<file path="config.mk">
export PLATFORM = sky130hd
export DESIGN_NAME = reduction_flag_counter
export DESIGN_NICKNAME = d
export VERILOG_FILES = /design/src/rtl/reduction_flag_counter.sv
export SDC_FILE = /design/constraint.sdc
export NUM_CORES = 1
export LEC_CHECK = 0
export ABC_CLOCK_PERIOD_IN_PS = 3500
export CAP_MARGIN = 30
export CORE_ASPECT_RATIO = 0.6
export CORE_MARGIN = 1
export CORE_UTILIZATION = 62
export DETAILED_ROUTE_END_ITERATION = 8
export DONT_BUFFER_PORTS = 1
export PLACE_DENSITY = 0.81
export SLEW_MARGIN = 20
export SYNTH_ARGS = -nofsm -noshare
export SYNTH_HDL_FRONTEND = slang
export SYNTH_SLANG_ARGS = --single-unit
</file>
<file path="constraint.sdc">
create_clock -name clk -period 3.5 [get_ports clk]
set_input_delay 0.35 -clock clk [delete_from_list [all_inputs] [get_ports clk]]
set_output_delay 0.35 -clock clk [all_outputs]
set_load 0.03 [all_outputs]
</file>
<file path="src/rtl/reduction_flag_counter.sv">
`default_nettype none
// ============================================================================
// Module   : reduction_flag_counter
// Brief    : Counts high flags per window of accepted samples and reports the
//            counts on a held valid/ready output. Optional macro
//            REDFLAG_ALL_HI_EN adds the all_hi count.
// Revision : 1.0 - initial release
// ============================================================================
module reduction_flag_counter #(
   parameter int WINDOW = 8,
   parameter int CNT_W  = 4
) (
   input  logic             clk,
   input  logic             rst_n,
   input  logic             flush,
   input  logic             in_valid,
   output logic             in_ready,
   input  logic             x,
   input  logic             y,
   input  logic             z,
   input  logic             u,
   input  logic             v,
   output logic             out_valid,
   input  logic             out_ready,
   output logic [CNT_W-1:0] cnt_x,
   output logic [CNT_W-1:0] cnt_y,
   output logic [CNT_W-1:0] cnt_z,
   output logic [CNT_W-1:0] cnt_u,
   output logic [CNT_W-1:0] cnt_v
`ifdef REDFLAG_ALL_HI_EN
   ,
   output logic [CNT_W-1:0] all_hi
`endif
);

`ifdef REDFLAG_ALL_HI_EN
   localparam int C_NF = 6;
`else
   localparam int C_NF = 5;
`endif
   localparam logic [CNT_W-1:0] C_LAST = CNT_W'(WINDOW - 1);

   typedef enum logic [0:0] {
      ST_ACCUM  = 1'b0,
      ST_REPORT = 1'b1
   } state_t;

   state_t           r_state;
   logic             r_in_ready;
   logic             r_out_valid;
   logic [CNT_W-1:0] r_samp;
   logic [CNT_W-1:0] r_acc [C_NF];
   logic [CNT_W-1:0] r_cnt [C_NF];
   logic [C_NF-1:0]  w_flags;
   logic             w_accept;

`ifdef REDFLAG_ALL_HI_EN
   assign w_flags = {x & y & z & u & v, x, y, z, u, v};
`else
   assign w_flags = {x, y, z, u, v};
`endif

   assign w_accept = in_valid & r_in_ready;

   always_ff @(posedge clk) begin
      if (!rst_n) begin
         r_state     <= ST_ACCUM;
         r_in_ready  <= 1'b1;
         r_out_valid <= 1'b0;
         r_samp      <= '0;
         for (int i = 0; i < C_NF; i++) begin
            r_acc[i] <= '0;
            r_cnt[i] <= '0;
         end
      end else if (flush) begin
         // Result registers deliberately keep their last window.
         r_state     <= ST_ACCUM;
         r_in_ready  <= 1'b1;
         r_out_valid <= 1'b0;
         r_samp      <= '0;
         for (int i = 0; i < C_NF; i++) begin
            r_acc[i] <= '0;
         end
      end else begin
         case (r_state)
            ST_ACCUM: begin
               if (w_accept) begin
                  if (r_samp == C_LAST) begin
                     for (int i = 0; i < C_NF; i++) begin
                        r_cnt[i] <= r_acc[i] + CNT_W'(w_flags[i]);
                        r_acc[i] <= '0;
                     end
                     r_samp      <= '0;
                     r_state     <= ST_REPORT;
                     r_in_ready  <= 1'b0;
                     r_out_valid <= 1'b1;
                  end else begin
                     for (int i = 0; i < C_NF; i++) begin
                        r_acc[i] <= r_acc[i] + CNT_W'(w_flags[i]);
                     end
                     r_samp <= r_samp + 1'b1;
                  end
               end
            end
            ST_REPORT: begin
               if (out_ready) begin
                  r_state     <= ST_ACCUM;
                  r_in_ready  <= 1'b1;
                  r_out_valid <= 1'b0;
               end
            end
            default: begin
               r_state     <= ST_ACCUM;
               r_in_ready  <= 1'b1;
               r_out_valid <= 1'b0;
            end
         endcase
      end
   end

   assign in_ready  = r_in_ready;
   assign out_valid = r_out_valid;
   assign cnt_x     = r_cnt[4];
   assign cnt_y     = r_cnt[3];
   assign cnt_z     = r_cnt[2];
   assign cnt_u     = r_cnt[1];
   assign cnt_v     = r_cnt[0];
`ifdef REDFLAG_ALL_HI_EN
   assign all_hi    = r_cnt[5];
`endif

endmodule
`default_nettype wire

</file>
==> impl_metrics.yaml <==
run_status:
  status: "complete, no violations"
floorplanning:
  coreArea_sq_mm: 0.00302
  die_area_sq_mm: 0.00361
  core.rowCount: 15
  die_y_um: 46.9
  ios: 32
  start_util: 0.690
  die_w_um: 76.9
timing:
  finalWorstPathRequiredPeriod_ns: 1.94
  rsz0062_at_grt: "false"
  relSlewSlack: 0.403
  tns_ns: 0
  whs_ns: 0.224
  skew_ns: 0.00945
  hold_viol: 0
  fin_crit_sh: 0.555
  max_freq_ghz: 0.515
  finalMaxSlewViolations: 0
  setup_viol: 0
  setup_slack_ns: 1.56
  timing_worst_slew_pin_value_ns: 0.893
cells_and_area:
  drive_above_1_share: 0.0765
  multi_input_area_sq_um: 686
  n_fill_cell: 220
  final-instance-count-excl-fill: 212
  design_area_sq_mm: 0.00219
  layout.area.seq_sq_mm: 0.00134
  n_antenna_cell: 0
  area_growth_pct: 5.04
  fin_util: 0.725
  nNetsFinal: 190
placed_design:
  io_buffers: 0
  gp_congestion: 0.715
  place_area_sq_mm: 0.00209
  place_inst: 203
  pre_cts_slack_ns: 1.26
  dp_hpwl_um: 2440
pwr:
  peakVddDrop_mv: 0.291
  finalPower_mw: 1.01
  powerDensity_mw_per_mm2: 461
  power.leakage_nw: 0.884
global_routing:
  grt_start_max_net_pins: 24
  grt_util_met2: 0.382
  grt_use_met1: 0.276
  met3_usage: 0.0796
  grt_busiest_layer: "met2"
  antenna_found_initial: 0
  grt-ovfl-total: 0
  grt_usage: 0.224
  grt_pass1_vias: 1145
  grt_pass1_wl_um: 5730
clock_network:
  clk_pin_slew_ns: 0.08
  cts_tree: "built"
  cts.sink_count: 47
  cts_resized: 0
  post_cts_buffers: 0
  cts_hold_buffers: 0
  cts_root_buf: "clkbuf_8"
  htree_levels: 2
  clock_path_buffers: 2
  clock_latency_ns: 0.29
  cts_buffers: 5
detailed_routing:
  routedWlPerCell_um: 17.0
  dr.pass1.iters: 5
  num_vias: 1205
  drc_errors: 0
  initialDrtViolationCount: 94
  avgViaCountPerCell: 5.68
  detail-route-antenna-nets: 0
  drt-total-wl_um: 3610
synth:
  yosys-top-cells-area: "edfxtp_1 58%, dfxtp_1 6.7%, nor2_1 6.7%, ha_1 6.6%, xor2_1 4.6%"
  synth_top_area_share: 0.576
  synthTopCellsByCount: "40 x edfxtp_1, 37 x nor2_1, 22 x nand2_1"
  synth-async-reset-ratio: 0
  synth-main-ff-cell: "edfxtp_1"
  syn_avg_cell_area_sq_um: 12.6
  yosysMostFrequentCell: "edfxtp_1"
  synth_sequential_area_ratio: 0.643
  ys_seq_elements: 47
  netlist_area_sq_mm: 0.00208
  synth.distinct_cells: 25
  synth-edff-count: 40
  ys_warn_count: 0
  yosysTopAreaCell: "edfxtp_1"
  syn_inst: 166
  syn_nets: 187
worst_setup_path:
  crit_fanout: 20
  crit_chain: "nand3b_4 -> or2_1 -> o21ai_2 -> buf_4"
  crit_path_start_kind: "register"
  path_class: "reg2reg"
  critPathMaxStageDelay_ns: 0.61
  cp.required_ns: 3.47
  arrival_ns: 1.91
  crit_slowest_cell: "dfxtp_1"
  critPathCaptureType: "register"
job:
  drv_cap: 0
hold_path:
  hp-class: "in2reg"
per-layer routing:
metal / up-vias / wire, um / share of wire
li1: 584 / - / -
met1: 581 / 1590 / 0.44
met2: 35 / 1750 / 0.48
met3: 5 / 245 / 0.068
met4: 0 / 29 / 0.0080
met5: - / 0 / 0
critical path, delay by kind of cell, from the launching register on:
family                 cells  cell delay, ns
AO/OA/AOI/OAI              1            0.16
AND/OR/NAND/NOR            2            0.56
flip-flops                 1            0.61
buffers and inverters      1            0.29
worst paths after layout:
| path | from | endpoint | slack, ns | cells after the start |
|---|---|---|---|---|
| min | out_ready | in_ready | 0.22 | 2 |
| min reg2reg | r_samp[1] | r_samp[1] | 0.50 | 2 |
| max reg2reg | in_ready | r_cnt[0][13] | 1.56 | 4 |
| max | in_ready | r_cnt[0][13] | 1.56 | 4 |
cells by family (layout without fill, tap and decap cells):
logic type                 after synthesis  after routing  synth area share
and+or+nand+nor                         82             82             0.194
buffers and inverters                    7             11            0.0294
AOI/OAI and AO/OA                        8              8            0.0204
DFF                                     47             47             0.643
xor gates and xnor gates                11             11            0.0462
adders and majority gates               11             11            0.0660
registers in the layout, indices dropped and copies added (netlist names):
register	flops
r_acc	20
r_cnt	20
r_samp	4
in_ready	1
out_valid	1
r_state	1
placed cells by master, fill, tap and decap left out, types with 3 or more instances in the layout:
master,count
clkbuf_1,3
edfxtp_1,40
clkbuf_8,5
nand3_1,8
xor2_1,11
dfxtp_1,7
ha_1,11
nor2_1,37
nor3_1,3
a21oi_1,4
nand2_1,22
area by class of cell:
class                      instances  share of cell area
clock buffer                       8              0.0366
multi-input combinational        112               0.313
sequential                        47               0.613
tap                               42              0.0240
timing repair buffer               3              0.0137
where the power goes:
part	internal [mW]	total, mW	switching, mW	leakage, nW
Clock	0.142	0.311	0.169	0.0395
Sequential	0.626	0.653	0.0263	0.496
Combinational	0.0141	0.0463	0.0322	0.348
No activity file was read; power rests on OpenSTA's default activity.
